`config.mk`:
```
export PLATFORM = sky130hd
export DESIGN_NAME = key_event_detector
export DESIGN_NICKNAME = d
export VERILOG_FILES = /design/src/rtl/key_event_detector.sv
export SDC_FILE = /design/constraint.sdc
export NUM_CORES = 1
export LEC_CHECK = 0
export BUFFER_PORTS_ARGS = -buffer_cell sky130_fd_sc_hd__buf_2
export CAP_MARGIN = 20
export CORE_AREA = 2 2 131 133
export CTS_CLUSTER_SIZE = 40
export DETAILED_ROUTE_END_ITERATION = 8
export DIE_AREA = 0 0 133 135
export HOLD_SLACK_MARGIN = 0.06
export PLACE_DENSITY_LB_ADDON = 0.2
export SLEW_MARGIN = 20
export SYNTH_ARGS = -nofsm -noshare
export SYNTH_HDL_FRONTEND = slang
export SYNTH_SLANG_ARGS = --single-unit
```
`constraint.sdc`:
```
create_clock -name clk -period 3.21 [get_ports clk]
set_clock_uncertainty 0.2 [all_clocks]
set_input_delay 0.642 -clock clk [delete_from_list [all_inputs] [get_ports clk]]
set_output_delay 0.642 -clock clk [all_outputs]
set_load 0.02 [all_outputs]
```
`src/rtl/key_event_detector.sv`:
```
// rtl/key_event_detector.sv - synchronise, debounce and classify N active-low push keys
module key_event_detector #(
    parameter int N_KEYS          = 4,
    parameter int DEBOUNCE_CYCLES = 1_000_000,
    parameter int LONG_CYCLES     = 50_000_000,
    parameter int CNT_W           = 26
) (
    input  logic              clk,
    input  logic              rst_n,
    input  logic [N_KEYS-1:0] key_in,
    output logic [N_KEYS-1:0] key_out,
    output logic [N_KEYS-1:0] long_out,
    output logic [N_KEYS-1:0] key_level
);

    typedef enum logic [2:0] {
        S_IDLE,
        S_DEB_P,
        S_HELD,
        S_LONG,
        S_DEB_R
    } state_t;

    // Debounce windows end one count early because the IDLE/HELD edge that
    // enters the window already consumes one stable cycle.
    localparam logic [CNT_W-1:0] DEB_LAST  = CNT_W'(DEBOUNCE_CYCLES - 2);
    localparam logic [CNT_W-1:0] LONG_LAST = CNT_W'(LONG_CYCLES - 1);

    logic [N_KEYS-1:0] sync1;
    logic [N_KEYS-1:0] ks;

    // Two-flop synchroniser, preset to the released level
    always_ff @(posedge clk or negedge rst_n) begin
        if (!rst_n) begin
            sync1 <= '1;
            ks    <= '1;
        end else begin
            sync1 <= key_in;
            ks    <= sync1;
        end
    end

    for (genvar g = 0; g < N_KEYS; g++) begin : g_key
        state_t           state, state_nx;
        logic [CNT_W-1:0] cnt, cnt_nx;
        logic             fired, fired_nx;
        logic             press_r, press_nx;
        logic             long_r, long_nx;
        logic             level_r, level_nx;

        // Per-key state, counter and registered event outputs
        always_ff @(posedge clk or negedge rst_n) begin
            if (!rst_n) begin
                state   <= S_IDLE;
                cnt     <= '0;
                fired   <= 1'b0;
                press_r <= 1'b0;
                long_r  <= 1'b0;
                level_r <= 1'b0;
            end else begin
                state   <= state_nx;
                cnt     <= cnt_nx;
                fired   <= fired_nx;
                press_r <= press_nx;
                long_r  <= long_nx;
                level_r <= level_nx;
            end
        end

        // Next-state: debounce press/release, time the long hold
        always_comb begin
            state_nx = state;
            cnt_nx   = cnt;
            fired_nx = fired;
            press_nx = 1'b0;
            long_nx  = 1'b0;
            level_nx = level_r;
            case (state)
                S_IDLE: begin
                    fired_nx = 1'b0;
                    if (!ks[g]) begin
                        state_nx = S_DEB_P;
                        cnt_nx   = '0;
                    end
                end
                S_DEB_P: begin
                    if (ks[g]) begin
                        state_nx = S_IDLE;
                        cnt_nx   = '0;
                    end else if (cnt == DEB_LAST) begin
                        state_nx = S_HELD;
                        cnt_nx   = '0;
                        fired_nx = 1'b0;
                        press_nx = 1'b1;
                        level_nx = 1'b1;
                    end else begin
                        cnt_nx = cnt + CNT_W'(1);
                    end
                end
                S_HELD: begin
                    if (ks[g]) begin
                        state_nx = S_DEB_R;
                        cnt_nx   = '0;
                    end else if (cnt == LONG_LAST) begin
                        state_nx = S_LONG;
                        cnt_nx   = '0;
                        fired_nx = 1'b1;
                        long_nx  = 1'b1;
                    end else begin
                        cnt_nx = cnt + CNT_W'(1);
                    end
                end
                S_LONG: begin
                    if (ks[g]) begin
                        state_nx = S_DEB_R;
                        cnt_nx   = '0;
                    end
                end
                S_DEB_R: begin
                    if (!ks[g]) begin
                        // Release glitch: resume the hold without re-announcing it
                        state_nx = fired ? S_LONG : S_HELD;
                        cnt_nx   = '0;
                    end else if (cnt == DEB_LAST) begin
                        state_nx = S_IDLE;
                        cnt_nx   = '0;
                        fired_nx = 1'b0;
                        level_nx = 1'b0;
                    end else begin
                        cnt_nx = cnt + CNT_W'(1);
                    end
                end
                default: begin
                    state_nx = S_IDLE;
                    cnt_nx   = '0;
                end
            endcase
        end

        assign key_out[g]   = press_r;
        assign long_out[g]  = long_r;
        assign key_level[g] = level_r;
    end

endmodule
```
==> reports/qor.txt <==
status -> completed
Synth async-reset ratio -> 100%
Crit Reg-Reg Endpoint -> g_key[2].cnt[23]$_DFFE_PN0P_
WS Path Type -> reg -> reg
Tcrit/Tclk final -> 87.7%
Final Hold Fails -> 0
Sw Share -> 25.4%
num rows -> 47
startpoint types -> register
first-pass GRT wire length -> 30100 µm
leading area contributor after synthesis -> dfrtp_1
DP HPWL -> 11800 µm
unrepaired setup endpoints after global routing -> no
top cells by count, synth -> dfrtp_1 (132), nor2_1 (76), nand2_1 (61)
top-count cell post-synth -> dfrtp_1
Mapped Avg Cell Area -> 9.23 µm²
grt total ovfl -> 0
Crit path buffers/inverters -> 1
die area -> 18000 µm²
Hold Path Stages -> 1
Die Y-Extent -> 135 µm
prevailing post-synth register cell -> dfrtp_1
flops & latches, synth -> 140
synthesized area -> 8180 µm²
Mapped Cells -> 886
share of power burned in registers -> 43.0%
Hold Path End -> sync1[2]$_DFF_PN1_
Final Slew Violations -> 0
worst-path fanout max -> 21
Power Density -> 496 nW/µm²
antenna cells -> 0
antenna viol nets, final -> 0
minimum clock period -> 2.82 ns
DRC viols -> 0
Clock Latency Late Sink -> 0.41 ns
Tot Pwr -> 4.50 mW
CP max stage delay -> 0.85 ns
Post-synth EDFFs -> 0
DR iter-0 viols -> 472
Synth top area share -> 40.4%
Worst Path Required -> 3.34 ns
DR pass1 iterations -> 4
vias in the first global route -> 6073
maximum vdd drop -> 315 µV
Worst setup EP type -> register
launching point of the worst reg2reg path -> g_key[2].cnt[0]$_DFFE_PN0P_
Hold Crit Class -> in -> reg
I/O pin count -> 18
post-synthesis cell type count -> 76
IO Port Bufs -> 17
Via density -> 5.88
Net Count, Synth -> 900
Sink Count -> 140
core footprint -> 16400 µm²
internal reg-to-reg setup slack -> 0.39 ns
Leakage -> 3.67 nW
routed wire length per instance -> 15.6 µm
post-CTS setup repair buffer count -> 0
Internal -> 3.35 mW
combinational fraction of design power -> 10.7%
initial antenna violation count -> 0
CTS Buf Count -> 17
slowest CP cell -> a31oi_1
Reg2Reg Depth -> 7
setup violators final -> 0
clk root buf -> clkbuf_16
Initial Util -> 49.8%
Slew HR -> 27.4%
setup TNS -> 0 ns
Hold Path Origin -> key_in[2]
H-tree levels -> 4
Arrival @ worst endpoint -> 2.94 ns
pin count of the biggest net entering global routing -> 64
Worst path top cell family by delay -> compound AO/OA/AOI/OAI gates
post-synthesis sequential area ratio -> 43.0%
Reg clk slew, reported paths -> 0.06 ns
max_cap viols -> 0
TritonCTS clock tree -> built
most used cell, CP -> and3_1
fraction of layout cells with a size suffix above 1 -> 12.8%
sw power -> 1.14 mW
cell breakdown of the critical path -> ha_1 -> and3_1 -> and3_1 -> a31oi_1 -> nor4_4 -> buf_4 -> nor3_1
Clock Power Share -> 46.3%
DR vias -> 6584
Layout Nets -> 901
GRT Util Overall -> 20.4%
aggregate routed wire length -> 17400 µm
maximum achievable frequency -> 355 MHz
CTS max path bufs -> 2
worst-margin pin slew -> 1.09 ns
Area growth, synth to finish -> 10.8%
Synth Warn # -> 0
Die W -> 133 µm
Synth area leaders -> dfrtp_1 (40%), xor2_1 (4.3%), xnor2_1 (3.6%)
gpl congestion -> 0.835
layout make-up:
type                    count  area, µm²
clock buffers              24        512
clock inverters             8        129
fillers                  1458       7350
inverters                  25       93.8
multi-input cells         667       4290
flip-flops and latches    140       3510
well taps                 220        275
repair buffers             36        249
state kept, by name (all words and copies together), names as in the netlist:
signal,count
g_key.cnt,104
g_key.fired,4
g_key.level_r,4
g_key.long_r,4
g_key.press_r,4
g_key.state,12
ks,4
sync1,4
power by group through the flow:
| stage | sequential [mW] | combinational [mW] | clock (mW) |
|---|---|---|---|
| 3_3_place_gp | 1.96 | 0.478 | 0 |
| 3_5_place_dp | 1.96 | 0.484 | 0 |
| 2_1_floorplan | 1.92 | 0.394 | 0 |
| 4_1_cts | 1.93 | 0.487 | 2.14 |
| 6_report | 1.94 | 0.479 | 2.08 |
| 5_1_grt | 1.95 | 0.545 | 2.22 |
worst max-delay path by stage:
stage | startpoint | to | cells after the start
after detailed placement | g_key[2].cnt[0]$_DFFE_PN0P_ | g_key[2].cnt[19]$_DFFE_PN0P_ | 7
after global placement | g_key[2].cnt[11]$_DFFE_PN0P_ | g_key[2].cnt[25]$_DFFE_PN0P_ | 5
after CTS | g_key[2].cnt[1]$_DFFE_PN0P_ | g_key[2].cnt[20]$_DFFE_PN0P_ | 7
after floorplan | g_key[3].cnt[0]$_DFFE_PN0P_ | g_key[3].cnt[20]$_DFFE_PN0P_ | 8
after global routing | g_key[2].cnt[20]$_DFFE_PN0P_ | g_key[2].cnt[25]$_DFFE_PN0P_ | 5
final | g_key[2].cnt[0]$_DFFE_PN0P_ | g_key[2].cnt[23]$_DFFE_PN0P_ | 7
placed cells by master, fill, tap and decap left out, types with 16 or more instances in the layout:
cell type	netlist	routed
dfrtp_1	132	132
nor2_1	76	76
nand2_1	61	61
nand4_1	45	45
xor2_1	40	40
a21oi_1	38	38
nor3_1	36	36
nand3_1	35	35
xnor2_1	34	34
nor4_1	33	33
o21ai_0	29	29
inv_1	25	25
and3_1	24	24
nor2_2	20	20
clkbuf_16	0	17
buf_4	13	17
buf_2	4	16
layer usage:
| layer | vias up | global-route usage, % | share of wire [%] |
|---|---|---|---|
| li1 | 3264 | - | - |
| met1 | 3222 | 29.1 | 50 |
| met2 | 86 | 32.3 | 47 |
| met3 | 12 | 3.72 | 2.7 |
| met4 | 0 | 5.50 | 0.83 |
| met5 | - | 0 | 0 |
stage by stage:
stage / cell area [µm²] / util (%) / setup slack [ns] / cells / hold WS (ns)
final: 9060 / 55.2 / 0.394 / 1120 / 0.125
after CTS: 9060 / 55.2 / 0.414 / 1120 / 0.104
after global routing: 9060 / 55.2 / 0.195 / 1120 / 0.105
after detailed placement: 8410 / 51.3 / 0.412 / 1087 / 0.150
after global placement: 8410 / 51.3 / 0.489 / 1087 / 0.146
after floorplan: 8180 / - / 0.822 / 886 / 0.145
what timing repair did:
action / CTS / global route
hold endpoints to repair: 57 / 0
gates resized for setup: 0 / 0
hold buffers: 1 / 0
endpoints found under the setup margin: 0 / 0
kinds of logic after synthesis:
logic type               synth area share, %
AO/OA/AOI/OAI                           12.8
AND/OR/NAND/NOR                         29.8
multiplexers                           0.612
buffers and inverters                   4.74
flip-flops                              43.0
adder cells (fa/ha/maj)                 1.22
XOR/XNOR                                7.93
No activity file was read; power rests on OpenSTA's default activity.
